$ cat src/rtl/arcade_ce_pkg.sv
// Shared types and helpers for the arcade clock-enable / reset sequencer.
package arcade_ce_pkg;

    typedef enum logic [1:0] {
        WAIT_ROM = 2'd0,
        HOLD     = 2'd1,
        RUN      = 2'd2
    } rst_state_e;

    localparam int DEFAULT_DIV_W = 8;

    function automatic int hold_cnt_w(input int hold_cycles);
        return $clog2(hold_cycles + 1);
    endfunction

endpackage

$ cat src/rtl/arcade_ce_div.sv
// One clock-enable divider channel: pulse every D+1 cycles, freezable by pause.
// Optional realign input compiled in when CE_SYNC_EN is defined.
module arcade_ce_div
    import arcade_ce_pkg::*;
#(
    parameter int DIV_W = DEFAULT_DIV_W
) (
    input  logic             clk_sys,
    input  logic             reset_n,
    input  logic [DIV_W-1:0] div_i,
    input  logic             pause_i,
`ifdef CE_SYNC_EN
    input  logic             sync_i,
`endif
    output logic             ce_o
);

    logic [DIV_W-1:0] cnt_q, cnt_d;
    logic             ce_q, ce_d;
    logic             sync_active;

`ifdef CE_SYNC_EN
    assign sync_active = sync_i;
`else
    assign sync_active = 1'b0;
`endif

    // ">=" rather than "==" so a divisor lowered below the running count wraps at once.
    always_comb begin
        cnt_d = cnt_q;
        ce_d  = 1'b0;
        if (sync_active) begin
            cnt_d = '0;
        end else if (pause_i) begin
            cnt_d = cnt_q;
        end else if (cnt_q >= div_i) begin
            cnt_d = '0;
            ce_d  = 1'b1;
        end else begin
            cnt_d = cnt_q + {{(DIV_W-1){1'b0}}, 1'b1};
        end
    end

    always_ff @(posedge clk_sys) begin
        if (!reset_n) begin
            cnt_q <= '0;
            ce_q  <= 1'b0;
        end else begin
            cnt_q <= cnt_d;
            ce_q  <= ce_d;
        end
    end

    assign ce_o = ce_q;

endmodule

$ cat src/rtl/arcade_ce_reset.sv
// Clock-enable bank plus core reset sequencer (ROM download, OSD, button sources).
// Defining CE_SYNC_EN adds the ce_sync realign input to every divider.
module arcade_ce_reset
    import arcade_ce_pkg::*;
#(
    parameter int NUM_CE      = 3,
    parameter int DIV_W       = DEFAULT_DIV_W,
    parameter int HOLD_CYCLES = 16,
    parameter int INDEX_W     = 8,
    parameter int ROM_INDEX   = 0
) (
    input  logic                    clk_sys,
    input  logic                    reset_n,
    input  logic [NUM_CE*DIV_W-1:0] ce_div,
    input  logic                    ce_pause,
`ifdef CE_SYNC_EN
    input  logic                    ce_sync,
`endif
    output logic [NUM_CE-1:0]       ce_out,
    input  logic                    ioctl_downl,
    input  logic [INDEX_W-1:0]      ioctl_index,
    input  logic                    status_reset,
    input  logic                    button_reset,
    output logic                    core_reset,
    output logic                    rom_loaded
);

    localparam int                 HCW       = hold_cnt_w(HOLD_CYCLES);
    localparam logic [HCW-1:0]     HOLD_LOAD = HCW'(HOLD_CYCLES);
    localparam logic [INDEX_W-1:0] ROM_IDX   = INDEX_W'(ROM_INDEX);

    for (genvar i = 0; i < NUM_CE; i++) begin : g_ce
        arcade_ce_div #(.DIV_W(DIV_W)) u_div (
            .clk_sys (clk_sys),
            .reset_n (reset_n),
            .div_i   (ce_div[i*DIV_W +: DIV_W]),
            .pause_i (ce_pause),
`ifdef CE_SYNC_EN
            .sync_i  (ce_sync),
`endif
            .ce_o    (ce_out[i])
        );
    end

    logic               downl_q;
    logic [INDEX_W-1:0] idx_q, idx_d;
    logic               rom_loaded_q, rom_loaded_d;
    rst_state_e         state_q, state_d;
    logic [HCW-1:0]     hold_q, hold_d;
    logic               core_reset_q;
    logic               dl_rise, dl_fall, src;

    assign dl_rise      = ioctl_downl & ~downl_q;
    assign dl_fall      = ~ioctl_downl & downl_q;
    assign idx_d        = dl_rise ? ioctl_index : idx_q;
    assign rom_loaded_d = rom_loaded_q | (dl_fall & (idx_q == ROM_IDX));
    assign src          = status_reset | button_reset | ioctl_downl;

    // Leaving WAIT_ROM follows the ROM-loaded flag as it is being set, so the
    // hold window starts on the same edge rom_loaded rises.
    always_comb begin
        state_d = state_q;
        hold_d  = hold_q;
        case (state_q)
            WAIT_ROM: begin
                if (rom_loaded_d) begin
                    state_d = HOLD;
                    hold_d  = HOLD_LOAD;
                end
            end
            HOLD: begin
                if (src) begin
                    hold_d = HOLD_LOAD;
                end else if (hold_q == '0) begin
                    state_d = RUN;
                end else begin
                    hold_d = hold_q - {{(HCW-1){1'b0}}, 1'b1};
                end
            end
            RUN: begin
                if (src) begin
                    state_d = HOLD;
                    hold_d  = HOLD_LOAD;
                end
            end
            default: state_d = WAIT_ROM;
        endcase
    end

    always_ff @(posedge clk_sys) begin
        if (!reset_n) begin
            downl_q      <= 1'b0;
            idx_q        <= '0;
            rom_loaded_q <= 1'b0;
            state_q      <= WAIT_ROM;
            hold_q       <= '0;
            core_reset_q <= 1'b1;
        end else begin
            downl_q      <= ioctl_downl;
            idx_q        <= idx_d;
            rom_loaded_q <= rom_loaded_d;
            state_q      <= state_d;
            hold_q       <= hold_d;
            core_reset_q <= (state_d != RUN);
        end
    end

    assign core_reset = core_reset_q;
    assign rom_loaded = rom_loaded_q;

endmodule

$ cat config.mk
export PLATFORM = sky130hd
export DESIGN_NAME = arcade_ce_reset
export DESIGN_NICKNAME = d
export VERILOG_FILES = /design/src/rtl/arcade_ce_pkg.sv /design/src/rtl/arcade_ce_div.sv /design/src/rtl/arcade_ce_reset.sv
export SDC_FILE = /design/constraint.sdc
export NUM_CORES = 1
export LEC_CHECK = 0
export CORE_UTILIZATION = 57
export DETAILED_ROUTE_END_ITERATION = 7
export HOLD_SLACK_MARGIN = 0.15
export PLACE_DENSITY = 0.82
export SYNTH_ARGS = -nofsm -noshare
export SYNTH_HDL_FRONTEND = slang
export SYNTH_SLANG_ARGS = --single-unit
$ cat constraint.sdc
create_clock -name clk_sys -period 4.1 [get_ports clk_sys]
set_input_delay 1.23 -clock clk_sys [delete_from_list [all_inputs] [get_ports clk_sys]]
set_output_delay 1.23 -clock clk_sys [all_outputs]
set_load 0.01 [all_outputs]
* Word level (Yosys, flattened, before mapping) *
Index checks and enable logic that the tools add are counted.

operators by class
  order comparisons = 3
  reductions and logical operators = 6
  equality and inequality tests = 6
  bitwise logic cells = 9
  add/subtract/negate cells = 4
  multiplexer cells = 16

operator list
  kind                                                                 number
  8-bit by 1-bit adder with 8-bit output (second input constant)       3
  8-bit greater-or-equal comparator                                    3
  8-bit two-way mux                                                    3
  5-bit two-way mux                                                    4
  5-bit case mux with 3 select lines                                   1
  8-bit logical NOT                                                    1
  2-bit two-way mux                                                    4
  2-bit inequality test (second input constant)                        3
  2-bit case mux with 3 select lines                                   1
  5-bit logical NOT                                                    1
  5-bit by 1-bit subtractor with 5-bit output (second input constant)  1
  4-bit AND reduction                                                  1
  1-bit bitwise AND                                                    3
  1-bit two-way mux                                                    3
  3-bit inequality test (second input constant)                        1
  1-bit NOT                                                            3
  1-bit bitwise OR                                                     3
  3-bit nonzero test                                                   1
  2-bit by 1-bit == test with 1-bit output (second input constant)     1
  2-bit == test (second input constant)                                1
  2-bit logical NOT                                                    1
  2-bit OR reduction                                                   1

word-level totals
  logic and storage cells = 56
  output and inout bits = 5
  input bits = 38
  register bits = 45

* Logic depth before layout (Yosys ltp) *
  depth after elaboration = 7
  gate-level depth with buffers = 6
  depth with buffers taken out = 6

* Hierarchy *
From an unflattened synthesis, not the netlist that was laid out.

second synthesis, totals
  cells, all modules = 288
  area, all modules = 2733.9 sq um

modules (own cells, without submodules)
  module           area an instance (sq um)  seq. area each (sq um)  cells an instance  times used
  arcade_ce_div    595.6                     180.2                   63                 3
  arcade_ce_reset  947.2                     360.3                   99                 1

* Least setup slack after synthesis *
OpenSTA, ideal clock, no wires.

  path type = input to register
  start = in ce_div[15]
  end = reg g_ce[1].u_div.cnt_q[3]
  data arrival time = 2.498 ns
  required time = 4.019 ns
  path buffers = 0
  stages on the path = 6
  path slack = 1.521 ns
  cell sequence = inv_1 -> ha_1 -> or4_4 -> a21oi_4 -> o21ai_4 -> a211oi_2

on the way
  word-level cells in the longest chain between the ends = 2

RTL lines
  element                            RTL line               source
  start: declaration                 arcade_ce_reset.sv:14  input logic [NUM_CE*DIV_W-1:0] ce_div,
  8-bit greater-or-equal comparator  arcade_ce_div.sv:36    end else if (cnt_q >= div_i) begin
  8-bit two-way mux                  arcade_ce_div.sv:36
  end signal: assignment             arcade_ce_div.sv:49    cnt_q <= cnt_d;
  end: declaration                   arcade_ce_div.sv:18    logic [DIV_W-1:0] cnt_q, cnt_d;

No other way between the ends.
A chain may end at the register's enable or synchronous reset.

* Final worst setup path *
  start = in ce_div[18]
  end = reg g_ce[2].u_div.cnt_q[6]

on the way
  word-level cells in the longest chain between the ends = 2

RTL lines
  element                            RTL line
  8-bit greater-or-equal comparator  arcade_ce_div.sv:36
  8-bit two-way mux                  arcade_ce_div.sv:36
  end signal: assignment             arcade_ce_div.sv:49
  end: declaration                   arcade_ce_div.sv:18

No other way between the ends.

==> impl_metrics.env <==
export IMPL_run_status="finished, final reports clean"
export IMPL_min_to="hold_q[0]"
export IMPL_vdd_ir_drop_max_mv=0.1570
export IMPL_vias=2344
export IMPL_ios=43
export IMPL_tns_ns=0
export IMPL_syn_to_final_growth_pct=19.71
export IMPL_slew_headroom=0.6388
export IMPL_die_w_um=73.27
export IMPL_min_period_ns=2.848
export IMPL_dp_cells=404
export IMPL_hpwl_um=4313
export IMPL_drtAntennaViolNets=0
export IMPL_synth_warnings=0
export IMPL_yosysSeqAreaShare=0.3111
export IMPL_dieArea_um2=5368
export IMPL_clock_root_buffer="clkbuf_8"
export IMPL_cts_sinks=45
export IMPL_fp_dieH_um=73.27
export IMPL_grt_remaining_overflow=0
export IMPL_pre_cts_ws_ns=0.9438
export IMPL_reg2reg_from="state_q[0]"
export IMPL_stdcell_count=412
export IMPL_worst_ep_required_time_ns=4.31
export IMPL_hold_path_class="flop to flop"
export IMPL_layout_drive_gt1_share=0.1217
export IMPL_drc_errors=0
export IMPL_syn_num_nets=372
export IMPL_power_leakage_uw=0.001422
export IMPL_routed_wl_um=5644
export IMPL_max_freq_mhz=351.1
export IMPL_post_cts_buffers=0
export IMPL_cts_buffer_depth=2
export IMPL_grt_pass1_wl_um=9639
export IMPL_endpoint_kind="flop"
export IMPL_critPathKind="primary input to flop"
export IMPL_synth_avg_cell_area_um2=9.587
export IMPL_antenna_found_initial=0
export IMPL_reg2reg_slack_ns=2.16
export IMPL_post_route_period_util=0.6946
export IMPL_yosys_top_cells_count="dfxtp_1 (45), inv_1 (33), ha_1 (32), nand2_1 (15), nor2_1 (14)"
export IMPL_yosysTopAreaCell="dfxtp_1"
export IMPL_power_uw=907.1
export IMPL_min_from="hold_q[0]"
export IMPL_ys_ff_latch=45
export IMPL_initial_utilization=0.6010
export IMPL_grt_max_degree=22
export IMPL_synthCells=302
export IMPL_synth_most_common_cell="dfxtp_1"
export IMPL_synth_top_cells_by_area="dfxtp_1 (31%), ha_1 (14%), a211oi_2 (4.8%)"
export IMPL_holdPathStages=2
export IMPL_clk_latency_ns=0.31
export IMPL_num_rows=25
export IMPL_wire_per_inst_um=13.70
export IMPL_cts_resized=0
export IMPL_synthesis_area_um2=2895
export IMPL_via_per_inst=5.689
export IMPL_clkTransAtPathRegs_ns=0.08
export IMPL_dr_first_iter_drc_count=99
export IMPL_worst_pin_slew_ns=0.5343
export IMPL_drt_first_pass_iters=5
export IMPL_r2r_cells=5
export IMPL_grt_usage=0.2313
export IMPL_final_util=0.7195
export IMPL_port_buffers=42
export IMPL_yosysUniqueCellTypes=56
export IMPL_rsz0062_at_grt="false"
export IMPL_ys_flop_type="dfxtp_1"
export IMPL_gp_congestion=0.8154
export IMPL_core_um2=4817
export IMPL_fin_skew_ns=0.009472
export IMPL_tritoncts="built"
export IMPL_slew_violations=0
export IMPL_r2r_end="hold_q[1]"
export IMPL_synth_edf_count=0
export IMPL_critPathMaxFanout=7
export IMPL_synth_async_reset_ratio=0
export IMPL_finalSetupViolCount=0
export IMPL_ctsHoldBuffers=0
export IMPL_worst_slack_ns=1.252
export IMPL_numCtsBuffers=5
export IMPL_synth_top_area_share=0.3111
export IMPL_final_hold_viol_count=0
export IMPL_maxCapViolations=0
export IMPL_grt_pass1_vias=2222
export IMPL_h_tree_depth=2
export IMPL_pwr_density_cell_nw_per_um2=261.7
export IMPL_worstSetupStartpointType="primary input"
export IMPL_antenna_cells=0
export IMPL_nets=414
export IMPL_critical_path_arrival_ns=3.05
[how the worst max path moves through the flow]
stage / from / endpoint / depth (start not counted)
after floorplan: ce_div[15] / g_ce[1].u_div.cnt_q[3] / 6
after global placement: ce_div[1] / g_ce[0].u_div.cnt_q[7] / 7
after detailed placement: ce_div[18] / g_ce[2].u_div.cnt_q[6] / 7
after CTS: ce_div[18] / g_ce[2].u_div.cnt_q[6] / 7
after global routing: ce_div[15] / g_ce[1].u_div.cnt_q[6] / 7
final: ce_div[18] / g_ce[2].u_div.cnt_q[6] / 7
[state kept, by name, indices dropped and copies added, names as in the netlist]
| name | flops |
|---|---|
| rom_loaded | 1 |
| idx_q | 8 |
| downl_q | 1 |
| g_ce.u_div.cnt_q | 24 |
| hold_q | 5 |
| core_reset | 1 |
| g_ce.u_div.ce_o | 3 |
| state_q | 2 |
[cell families after synthesis]
| logic type | share of synthesized area |
|---|---|
| multiplexers | 0.03457 |
| XOR/XNOR | 0.04538 |
| flip-flops | 0.3111 |
| AO/OA/AOI/OAI | 0.2446 |
| AND/OR/NAND/NOR | 0.1616 |
| adder cells (fa/ha/maj) | 0.1383 |
| buffers and inverters | 0.06439 |
[layout make-up]
cell class	instances	area, um2
Clock buffer	6	72.57
Clock inverter	2	15.01
Fill cell	409	1351
Inverter	34	127.6
Multi-Input combinational cell	211	1808
Sequential cell	45	900.9
Tap cell	67	83.83
Timing Repair Buffer	47	457.9
[metrics by stage]
stage	instance area [um2]	hold slack, ns
finish	3466	0.4953
global route	3466	0.5233
CTS	3466	0.5029
detailed placement	3378	0.4880
global placement	3378	0.4792
floorplan	2895	0.4582
[power by group]
part	leakage, uW	switching, uW	internal, uW
registers	0.000366	14.3	450
logic	0.00102	77.8	85.5
clock network	0.0000374	159	120
[layout by cell type (no fill, tap or decap), types with 3 or more instances in the layout]
cell	n
a31oi_1	3
and3_1	4
a21o_1	5
o31ai_1	4
nor3_1	3
o211ai_1	5
o21ai_0	3
clkdlybuf4s50_1	42
dfxtp_1	45
nand2_1	15
a41oi_1	3
inv_1	33
mux2i_1	10
a211oi_2	11
nor2_1	14
nand2b_1	3
and4b_1	3
o311ai_0	3
nand3_1	10
a21oi_4	3
ha_1	32
o21a_1	3
buf_4	5
xnor2_1	3
o2111ai_1	6
a211oi_1	4
clkbuf_8	5
or4_4	3
a21oi_1	8
nand4_1	6
xor2_1	12
nor2b_1	7
[layer usage]
metal | wire length (um) | track usage | vias up
met5 | 0 | 0 | -
met4 | 93 | 0.08715 | 0
met3 | 192 | 0.03292 | 10
met2 | 2725 | 0.4095 | 53
met1 | 2633 | 0.2831 | 1088
li1 | - | - | 1193
[worst max-delay path: stages]
cell	delay (ns)
clkdlybuf4s50_1	0.46
inv_1	0.04
ha_1	0.19
or4_4	0.52
a21oi_4	0.17
o21ai_2	0.14
a211oi_1	0.29
Power figures use the tool's default switching activity.
